===== src/rtl/wave_ctrl_pkg.sv =====
`default_nettype none
// ============================================================================
//  Module      : wave_ctrl_pkg
//  Description : Shared command, waveform and state encodings plus default
//                parameter values for the waveform sequencer controller.
//  Revision    : 1.0 - initial release
// ============================================================================
package wave_ctrl_pkg;

    localparam int DEF_ACC_W      = 16;
    localparam int DEF_PRIME_LAT  = 2;
    localparam int DEF_SWITCH_LAT = 1;

    // Command opcodes carried on cmd_op
    typedef enum logic [1:0] {
        OP_NOP   = 2'b00,
        OP_START = 2'b01,
        OP_STOP  = 2'b10,
        OP_SET   = 2'b11
    } cmd_op_e;

    // Waveform ROM select codes carried on cmd_wave / rom_select
    localparam logic [1:0] WAVE_TRI     = 2'b00;
    localparam logic [1:0] WAVE_REV_TRI = 2'b01;
    localparam logic [1:0] WAVE_SQUARE  = 2'b10;
    localparam logic [1:0] WAVE_COSINE  = 2'b11;

    // Controller state encoding, visible on the state output
    localparam logic [1:0] ST_IDLE   = 2'b00;
    localparam logic [1:0] ST_PRIME  = 2'b01;
    localparam logic [1:0] ST_RUN    = 2'b10;
    localparam logic [1:0] ST_SWITCH = 2'b11;

endpackage
`default_nettype wire


===== src/rtl/wave_seq_ctrl_phase_acc.sv =====
`default_nettype none
// ============================================================================
//  Module      : phase_acc
//  Description : Phase accumulator with synchronous clear and enable. Exposes
//                the top 8 bits as the ROM address and flags the add that
//                carries out of the accumulator.
//  Revision    : 1.0 - initial release
// ============================================================================
module phase_acc #(
    parameter int ACC_W = 16
) (
    input  logic             clk,
    input  logic             rst_n,
    input  logic             clear,
    input  logic             enable,
    input  logic [ACC_W-1:0] ftw,
    output logic [7:0]       phase,
    output logic             wrap
);

    logic [ACC_W-1:0] acc;
    logic [ACC_W:0]   sum;

    assign sum   = {1'b0, acc} + {1'b0, ftw};
    assign phase = acc[ACC_W-1:ACC_W-8];
    // A clear wins over the add, so no carry is reported in that cycle
    assign wrap  = enable && !clear && sum[ACC_W];

    // Accumulate modulo 2^ACC_W while enabled; clear returns to zero phase
    always_ff @(posedge clk or negedge rst_n) begin
        if (!rst_n) begin
            acc <= '0;
        end else if (clear) begin
            acc <= '0;
        end else if (enable) begin
            acc <= sum[ACC_W-1:0];
        end
    end

endmodule
`default_nettype wire


===== src/rtl/wave_seq_ctrl.sv =====
`default_nettype none
// ============================================================================
//  Module      : wave_seq_ctrl
//  Description : Command-driven DDS sequencer. Primes the waveform ROM, runs
//                the phase accumulator, and applies queued (wave, ftw) updates
//                on a phase wrap, blanking amplitude across a ROM switch.
//  Revision    : 1.0 - initial release
// ============================================================================
module wave_seq_ctrl
    import wave_ctrl_pkg::*;
#(
    parameter int ACC_W      = DEF_ACC_W,
    parameter int PRIME_LAT  = DEF_PRIME_LAT,
    parameter int SWITCH_LAT = DEF_SWITCH_LAT
) (
    input  logic             clk,
    input  logic             rst_n,
    input  logic             cmd_valid,
    output logic             cmd_ready,
    input  logic [1:0]       cmd_op,
    input  logic [1:0]       cmd_wave,
    input  logic [ACC_W-1:0] cmd_ftw,
    output logic             rom_en,
    output logic [1:0]       rom_select,
    output logic [7:0]       rom_phase,
    output logic             amp_valid,
    output logic             wrap,
    output logic [1:0]       state
);

    localparam int               CNT_W       = 8;
    localparam logic [CNT_W-1:0] PRIME_LOAD  = CNT_W'(PRIME_LAT - 1);
    localparam logic [CNT_W-1:0] SWITCH_LOAD = CNT_W'(SWITCH_LAT - 1);

    logic [1:0]       cur_state;
    logic [1:0]       active_wave;
    logic [ACC_W-1:0] active_ftw;
    logic             pend_valid;
    logic [1:0]       pend_wave;
    logic [ACC_W-1:0] pend_ftw;
    logic [CNT_W-1:0] prime_cnt;
    logic [CNT_W-1:0] switch_cnt;

    logic accept;
    logic is_start;
    logic is_stop;
    logic is_set;
    logic do_apply;
    logic wave_change;

    // Handshake decode and pending-apply qualification
    always_comb begin
        cmd_ready   = (cur_state != ST_PRIME);
        accept      = cmd_valid && cmd_ready;
        is_start    = accept && (cmd_op == OP_START);
        is_stop     = accept && (cmd_op == OP_STOP);
        is_set      = accept && (cmd_op == OP_SET);
        // With a zero tuning word the phase never wraps, so apply at once
        do_apply    = pend_valid
                      && ((cur_state == ST_RUN) || (cur_state == ST_SWITCH))
                      && (wrap || (active_ftw == '0));
        wave_change = do_apply && (pend_wave != active_wave);
    end

    assign rom_en     = (cur_state != ST_IDLE);
    assign amp_valid  = (cur_state == ST_RUN);
    assign rom_select = active_wave;
    assign state      = cur_state;

    phase_acc #(
        .ACC_W (ACC_W)
    ) u_phase_acc (
        .clk    (clk),
        .rst_n  (rst_n),
        .clear  (is_stop),
        .enable (rom_en),
        .ftw    (active_ftw),
        .phase  (rom_phase),
        .wrap   (wrap)
    );

    // Sequencer FSM, active configuration and one-deep pending slot
    always_ff @(posedge clk or negedge rst_n) begin
        if (!rst_n) begin
            cur_state   <= ST_IDLE;
            active_wave <= 2'b00;
            active_ftw  <= '0;
            pend_valid  <= 1'b0;
            pend_wave   <= 2'b00;
            pend_ftw    <= '0;
            prime_cnt   <= '0;
            switch_cnt  <= '0;
        end else begin
            case (cur_state)
                ST_IDLE: begin
                    if (is_set) begin
                        active_wave <= cmd_wave;
                        active_ftw  <= cmd_ftw;
                    end
                    if (is_start) begin
                        cur_state <= ST_PRIME;
                        prime_cnt <= PRIME_LOAD;
                    end
                end
                ST_PRIME: begin
                    if (prime_cnt == '0) begin
                        cur_state <= ST_RUN;
                    end else begin
                        prime_cnt <= prime_cnt - CNT_W'(1);
                    end
                end
                ST_RUN, ST_SWITCH: begin
                    if (is_stop) begin
                        cur_state  <= ST_IDLE;
                        pend_valid <= 1'b0;
                    end else begin
                        if (cur_state == ST_SWITCH) begin
                            if (switch_cnt == '0) begin
                                cur_state <= ST_RUN;
                            end else begin
                                switch_cnt <= switch_cnt - CNT_W'(1);
                            end
                        end
                        if (do_apply) begin
                            active_wave <= pend_wave;
                            active_ftw  <= pend_ftw;
                            pend_valid  <= 1'b0;
                            // A new ROM needs its own settling window
                            if (wave_change) begin
                                cur_state  <= ST_SWITCH;
                                switch_cnt <= SWITCH_LOAD;
                            end
                        end
                        // A SET in the apply cycle queues behind the applied one
                        if (is_set) begin
                            pend_valid <= 1'b1;
                            pend_wave  <= cmd_wave;
                            pend_ftw   <= cmd_ftw;
                        end
                    end
                end
                default: cur_state <= ST_IDLE;
            endcase
        end
    end

endmodule
`default_nettype wire


===== config.mk =====
export PLATFORM = sky130hd
export DESIGN_NAME = wave_seq_ctrl
export DESIGN_NICKNAME = d
export VERILOG_FILES = /design/src/rtl/wave_ctrl_pkg.sv /design/src/rtl/wave_seq_ctrl_phase_acc.sv /design/src/rtl/wave_seq_ctrl.sv
export SDC_FILE = /design/constraint.sdc
export NUM_CORES = 1
export LEC_CHECK = 0
export CORE_MARGIN = 2
export CORE_UTILIZATION = 40
export CTS_CLUSTER_SIZE = 25
export DETAILED_ROUTE_END_ITERATION = 12
export GPL_ROUTABILITY_DRIVEN = 1
export PLACE_DENSITY_LB_ADDON = 0.05
export SLEW_MARGIN = 20
export SYNTH_ARGS = -nofsm -noshare
export SYNTH_HDL_FRONTEND = slang
export SYNTH_SLANG_ARGS = --single-unit

===== constraint.sdc =====
create_clock -name clk -period 5.4 [get_ports clk]
set_input_delay 1.08 -clock clk [delete_from_list [all_inputs] [get_ports clk]]
set_output_delay 1.08 -clock clk [all_outputs]
set_load 0.1 [all_outputs]

==> flow_summary.ini <==
[yosys]
ys_seq_elements = 71
synthFlopType = dfrtp_1
synth_top_area_share_pct = 43.0
synth_edf_count = 0
synth_cell_types = 58
yosysMostFrequentCell = dfrtp_1
synth_top_cell_by_area = dfrtp_1
async_flop_share_pct = 100
synth.area.top_cells = dfrtp_1 (43%), ha_1 (6.0%), mux2i_1 (5.8%)
synth.avg_cell_area_um2 = 10.1
synth_area_um2 = 4140
seq_area_frac_synth_pct = 43.0
yosysWarnings = 0
syn_nets = 455
synthCells = 411
synth_commonest_cells = dfrtp_1 (71), nor2_1 (44), nand2_1 (31), a21oi_1 (30), mux2i_1 (24)

[floorplan]
die_x_um = 106
rows = 37
start_util_pct = 40.6
design.core.area_um2 = 10200
die_h_um = 106
dieArea_um2 = 11200
ios = 39

[sta]
relSlewSlack_pct = 33.1
hold_viol = 0
setup_tns_ns = 0
period_minus_slack_ns = 3.68
rsz0062_at_grt = false
final-setup-viol-count = 0
tightest_slew_ns = 1.00
fmax_mhz = 272
period_share_pct = 68.1
drv_slew = 0
skew_ns = 0.0107

[grt]
grt_pass1_wl_mm = 14.8
grt_max_degree = 72
grt_pass1_vias = 3001
grt_usage_pct = 16.7
antenna_found_initial = 0
overflow = 0

[finish]
layout-drive-gt1-share_pct = 15.4
fillers = 1005
insertedDiodeCount = 0
layout-area-overhead-vs-synth_pct = 16.0
fin_nets = 487

[setup_path]
ff2ff_setup_slack_ns = 2.83
path_max_fanout = 15
slowest_delay_ns = 0.48
path_common_cell = buf_4
cp_cell_sequence = clkdlybuf4s50_1 > nand3b_1 > a21oi_1 > buf_4 > nor3_1 > buf_4
crit_arrival_ns = 2.60
cp-end-kind = primary output
startpoint_type = input pin
worstSetupPathType = in -> out
worstPathRequired_ns = 4.32
cpMaxStageDelayCell = clkdlybuf4s50_1

[drt]
num_vias = 3050
drtAntennaViolNets = 0
drt_iter0_markers = 82
wl_mm = 8.73
routedWlPerCell_um = 15.0
vias_per_cell = 5.22
drc = 0
firstDrtPassIters = 4

[clocking]
clk_path_buf_depth = 2
clk_latency_ns = 0.34
cts-hold-fix-buffers = 0
cts_root_buf = clkbuf_8
clk_pin_slew_ns = 0.08
htree_levels = 3
cts_buffers = 9
cts_setup_buffers = 0
cts_resized = 0
clock_sinks = 71
cts_tree = built

[flow_run]
maxCapViolations = 0

[placement]
place_congestion = 0.794
dp_hpwl_mm = 6.12
port_buffers = 38

[worst_hold_path]
hold_class = reg -> reg

[outcome]
outcome = finished, final reports clean
-- cell usage in the layout, fill, tap and decap left out, drive strengths merged, types with 2 or more instances in the layout --
cell	n
clkdlybuf4s50	35
xor2	10
a21oi	46
mux2i	24
clkbuf	10
nand2	31
nor2	46
a21o	2
o21ai	12
nor3	13
buf	9
nor4	8
a211oi	5
ha	20
mux2	18
nand4	5
dfrtp	71
xnor2	11
nand3	12
clkinvlp	2
nand3b	2
or3	3
a311o	2
and3	3
and2	4
inv	12
a41oi	2
o21bai	2
o31ai	2
bufinv	2
nand2b	5
o211ai	4
-- final timing paths --
kind                                    start            endpoint  cells past startpoint
worst max-delay path                cmd_op[0]                wrap                      6
max in group asynchronous               rst_n      active_ftw[10]                      2
min in group asynchronous               rst_n  u_phase_acc.acc[7]                      2
worst min register to register   prime_cnt[0]        prime_cnt[0]                      1
worst max register to register  active_ftw[0]            state[0]                      8
worst min-delay path             prime_cnt[0]        prime_cnt[0]                      1
-- final cells by class --
type	count	area [µm²]	share of cell area (%)
well taps	136	170	3.55
clock buffers	10	128	2.66
clock inverters	6	92.6	1.93
flip-flops and latches	71	1780	37.0
inverters	10	37.5	0.782
repair buffers	44	415	8.66
multi-input cells	307	2180	45.4
-- state kept, by name (all words and copies together) (netlist names) --
| signal | cells |
|---|---|
| pend_ftw | 16 |
| active_ftw | 16 |
| rom_select | 2 |
| pend_valid | 1 |
| switch_cnt | 8 |
| u_phase_acc.acc | 16 |
| prime_cnt | 8 |
| state | 2 |
| pend_wave | 2 |
-- critical path, delay by kind of cell --
| family | cells | cell delay [ns] |
|---|---|---|
| and+or+nand+nor | 2 | 0.43 |
| buffers and inverters | 3 | 1.01 |
| AOI/OAI and AO/OA | 1 | 0.07 |
-- metrics by stage --
stage	util (%)	hold WS (ns)	cells	cell area [µm²]	setup WS, ns
global placement	44.9	0.486	568	4580	1.72
detailed placement	44.9	0.493	568	4580	1.73
global route	47.1	0.519	584	4800	1.63
floorplan	-	0.468	411	4140	0.537
finish	47.1	0.500	584	4800	1.72
CTS	47.1	0.506	584	4800	1.73
-- kinds of logic (layout without fill, tap and decap cells) --
kind of cell	Yosys count	in the layout	share of synthesized area, %
buf+inv	33	70	4.42
flops	71	71	43.0
fa+ha+maj	21	21	6.53
compound gates	85	85	14.8
simple gates	138	138	16.2
mux	42	42	10.7
xor+xnor	21	21	4.45
-- layer usage --
layer / vias to the layer above / part of all wire [%] / global-route usage (%)
met3: 6 / 3.0 / 3.40
met5: - / 0 / 0
met4: 0 / 0.85 / 4.51
met2: 39 / 43 / 25.7
met1: 1472 / 53 / 24.0
li1: 1533 / - / -
Power is not shown: default switching activity piles up to over one toggle a cycle in this logic, so the estimate is an artifact.
==> patch 1, RTL diff (config.mk and constraints unchanged) <==
Set the localparam `CNT_W` to 6 (it was 8).
--- a/src/rtl/wave_seq_ctrl.sv
+++ b/src/rtl/wave_seq_ctrl.sv
@@ -30,3 +30,3 @@
 
-    localparam int               CNT_W       = 8;
+    localparam int               CNT_W       = 6;
     localparam logic [CNT_W-1:0] PRIME_LOAD  = CNT_W'(PRIME_LAT - 1);
Behaviour: same outputs for any inputs over 4 cycles, from zero or initial values and one cycle with rst_n low; that may be too few to reach the edited logic, so the function may still have changed.
==> patch 1 against the unedited design <==
Worst setup slack worse by 230 ps; maximum frequency down 5.9%; via count down 5.4%; synthesized cell count down 6.1%; routed wire length down 4.9%; sequential share of layout area down 0.30 points; sequential cell count down 4; cell area down 4.9%; synthesized area down 5.9%; critical path type is now flop to primary output.
Power is left out: the tool's default activity adds up to more than one toggle a clock period on the data nets, which glitch-free logic cannot reach.
==> patch 1: results <==
metrics = {
    "logic_synthesis": {
        "synthTopCellsByCount": "67 x dfrtp_1, 39 x nor2_1, 33 x nand2_1",
        "yosysSeqAreaShare": 0.4307,
        "synth_cell_types": 57,
        "synth.area.top_cells": "dfrtp_1 43%, ha_1 6.4%, mux2_2 5.2%",
    },
    "routing": {
        "wl_per_cell_um": 14.87,
        "dr_wl_met2_mm": 3.352,
        "drt_iter0_drc": 154,
    },
    "layout": {
        "num-nonclk-buffers": 42,
        "fillers": 906,
        "num-multi-input-gates": 290,
        "clkbuf_count": 11,
        "clkCellAreaFrac": 0.04633,
        "seqCellArea_um2": 1677,
        "multi_input_area_share": 0.4526,
        "buf_share": 0.08909,
    },
    "setup_path": {
        "cp_max_fo": 29,
        "endpoint": "rom_en",
        "crit_path_max_incr_delay_ps": 1210,
        "reg2reg_depth": 7,
    },
    "hold_path": {
        "holdPathEnd": "pend_ftw[11]$_DFFE_PN0P_",
    },
    "placement": {
        "dpl_cell_area_um2": 4342,
        "dp_cells": 541,
    },
    "global_route": {
        "grt_pass1_wl_mm": 13.66,
    },
    "outcome": {
        "status": "finished clean",
    },
    "timing": {
        "worst_pin_slew_ps": 977.5,
        "fin_skew_ps": 14.06,
    },
}
==> patch 1: changes by cell type in the layout (fill, tap and decap cells not counted), moves of 5 or more <==
cell / change
a21oi_2: -12
a22o_1: +8
nand3_1: -7
nor3_1: -6
o21ai_1: +6
a21o_1: +5
mux2i_1: -5
nor2_1: -5
xor2_1: -5
==> patch 1: cells by family (layout without fill, tap and decap cells) <==
logic type | Yosys count | count (layout) | share of synthesized area
AO/OA/AOI/OAI | 96 | 96 | 0.1713
XOR/XNOR | 17 | 17 | 0.03825
adder cells (fa/ha/maj) | 21 | 21 | 0.06943
buffers and inverters | 29 | 68 | 0.03857
flip-flops | 67 | 67 | 0.4307
multiplexers | 37 | 37 | 0.1009
AND/OR/NAND/NOR | 119 | 119 | 0.1508
==> patch 1: metrics by stage <==
stage	hold slack, ps	util
after floorplan	477.4	-
after global placement	487.1	0.4525
after detailed placement	493.4	0.4525
after CTS	510.9	0.4746
after global routing	526.7	0.4757
final	508.3	0.4757
==> patch 2, RTL diff (same flow settings) <==
Made on the original files. Make the reset (`rst_n`) synchronous in 2 clocked blocks.
--- a/src/rtl/wave_seq_ctrl_phase_acc.sv
+++ b/src/rtl/wave_seq_ctrl_phase_acc.sv
@@ -29,3 +29,3 @@
     // Accumulate modulo 2^ACC_W while enabled; clear returns to zero phase
-    always_ff @(posedge clk or negedge rst_n) begin
+    always_ff @(posedge clk) begin
         if (!rst_n) begin
--- a/src/rtl/wave_seq_ctrl.sv
+++ b/src/rtl/wave_seq_ctrl.sv
@@ -82,3 +82,3 @@
     // Sequencer FSM, active configuration and one-deep pending slot
-    always_ff @(posedge clk or negedge rst_n) begin
+    always_ff @(posedge clk) begin
         if (!rst_n) begin
Function: differs if rst_n is asserted again (counterexample within 4 cycles, from zero or initial values and one cycle with rst_n low); with rst_n held inactive, the same outputs for 4 cycles.
==> patch 2 against the unedited design <==
Cell area is 5.1% lower; synthesized area is 4.9% lower; first-iteration DRC count is 68% higher; worst setup slack worse by 320 ps; sequential share of layout area is 5.8 points lower; routed wire length is 5.8% higher; sequential cell count stayed put; clock skew is 1.1 ps higher; cell count is 9.2% higher; critical path type is now flop to primary output.
==> patch 2: results <==
metrics = {
    "global_route": {
        "first_global_vias": 3103,
        "met3_usage": 0.04570,
        "grt_max_degree": 40,
        "use_met2": 0.2867,
        "grtUsageMet1": 0.2625,
        "grt_usage": 0.1872,
        "grt_pass1_wl_mm": 15.46,
    },
    "routing": {
        "drt_wl_total_mm": 9.240,
        "routedLengthMet1_mm": 4.791,
        "wl_met3_um": 354,
        "routed_via_density": 5.241,
        "drt_iter0_drc": 138,
        "dr_wl_met2_mm": 3.994,
    },
    "logic_synthesis": {
        "yosysSeqAreaShare": 0.3613,
        "synthTopCellsByCount": "78 x nand2_1, 71 x dfxtp_1, 41 x a21oi_1",
        "synth.most_common_cell": "nand2_1",
        "synth.area.top_cells": "dfxtp_1 36%, nand2_1 7.4%, ha_1 6.4%",
        "synth_xor_area_frac": 0.04230,
        "async_reset_ff_frac": 0,
        "synth_cell_types": 55,
        "synth_fa_ha_area_frac": 0.06870,
        "synth_compound_area_frac": 0.2087,
        "syn-num-nets": 519,
        "synth_mux_area_frac": 0.04835,
    },
    "clock_tree": {
        "cts_max_path_buffers": 2,
        "cts_setup_buffers": 0,
    },
    "placement": {
        "post-dp-hpwl_mm": 6.447,
        "dp_slack_ps": 1795,
        "place_congestion": 0.8327,
    },
    "setup_path": {
        "r2r_end": "active_ftw[7]$_SDFFE_PN0P_",
        "cp_slowest_cell": "or4_1",
        "reg2reg_depth": 9,
        "crit_path_max_incr_delay_ps": 530,
        "cp_max_fo": 5,
        "cpLargestDelayFamily": "simple AND/OR/NAND/NOR gates",
        "endpoint": "wrap",
        "r2r_slack_ps": 2370,
        "arrival_ps": 2920,
        "cp-startpoint": "active_ftw[0]$_SDFFE_PN0P_",
    },
    "timing": {
        "fin_skew_ps": 11.77,
        "post-route-min-period_ps": 3999,
        "worst_pin_slew_ps": 987.7,
    },
    "layout": {
        "drive_gt1_frac": 0.06535,
        "nets": 544,
    },
    "hold_path": {
        "hp-start": "pend_ftw[11]$_SDFFE_PN0P_",
        "holdPathEnd": "pend_ftw[11]$_SDFFE_PN0P_",
    },
    "power": {
        "pwr-share-clk": 0.381,
        "p_sw_frac": 0.3034,
    },
    "outcome": {
        "status": "finished clean",
    },
}
patch 2: cells by family (layout without fill, tap and decap cells):
group                    count (synthesis)  count (layout)
adder cells (fa/ha/maj)                 21              21
flip-flops                              71              71
buffers and inverters                   44              74
XOR/XNOR                                19              19
AO/OA/AOI/OAI                          116             116
AND/OR/NAND/NOR                        185             185
multiplexers                            19              19
patch 2: layout make-up:
class	count	area, µm²	area share
Clock inverter	7	80.08	0.01759
Clock buffer	9	123.9	0.02721
Inverter	15	56.30	0.01237
Multi-Input combinational cell	360	2292	0.5034
Sequential cell	71	1421	0.3122
Timing Repair Buffer	43	412.9	0.09068
Tap cell	133	166.4	0.03655
patch 2: tightest hold or removal path, stage by stage, from the launching register on:
cell	delay (ps)
dfxtp_1	310
nand2_1	50
a21oi_1	50
patch 2: metrics by stage:
stage               area, µm²  cells  hold WS [ps]
finish                   4553    638         454.5
global route             4553    638         475.1
CTS                      4553    638         458.3
detailed placement       4349    622         446.5
global placement         4349    622         440.9
floorplan                3934    475         435.6
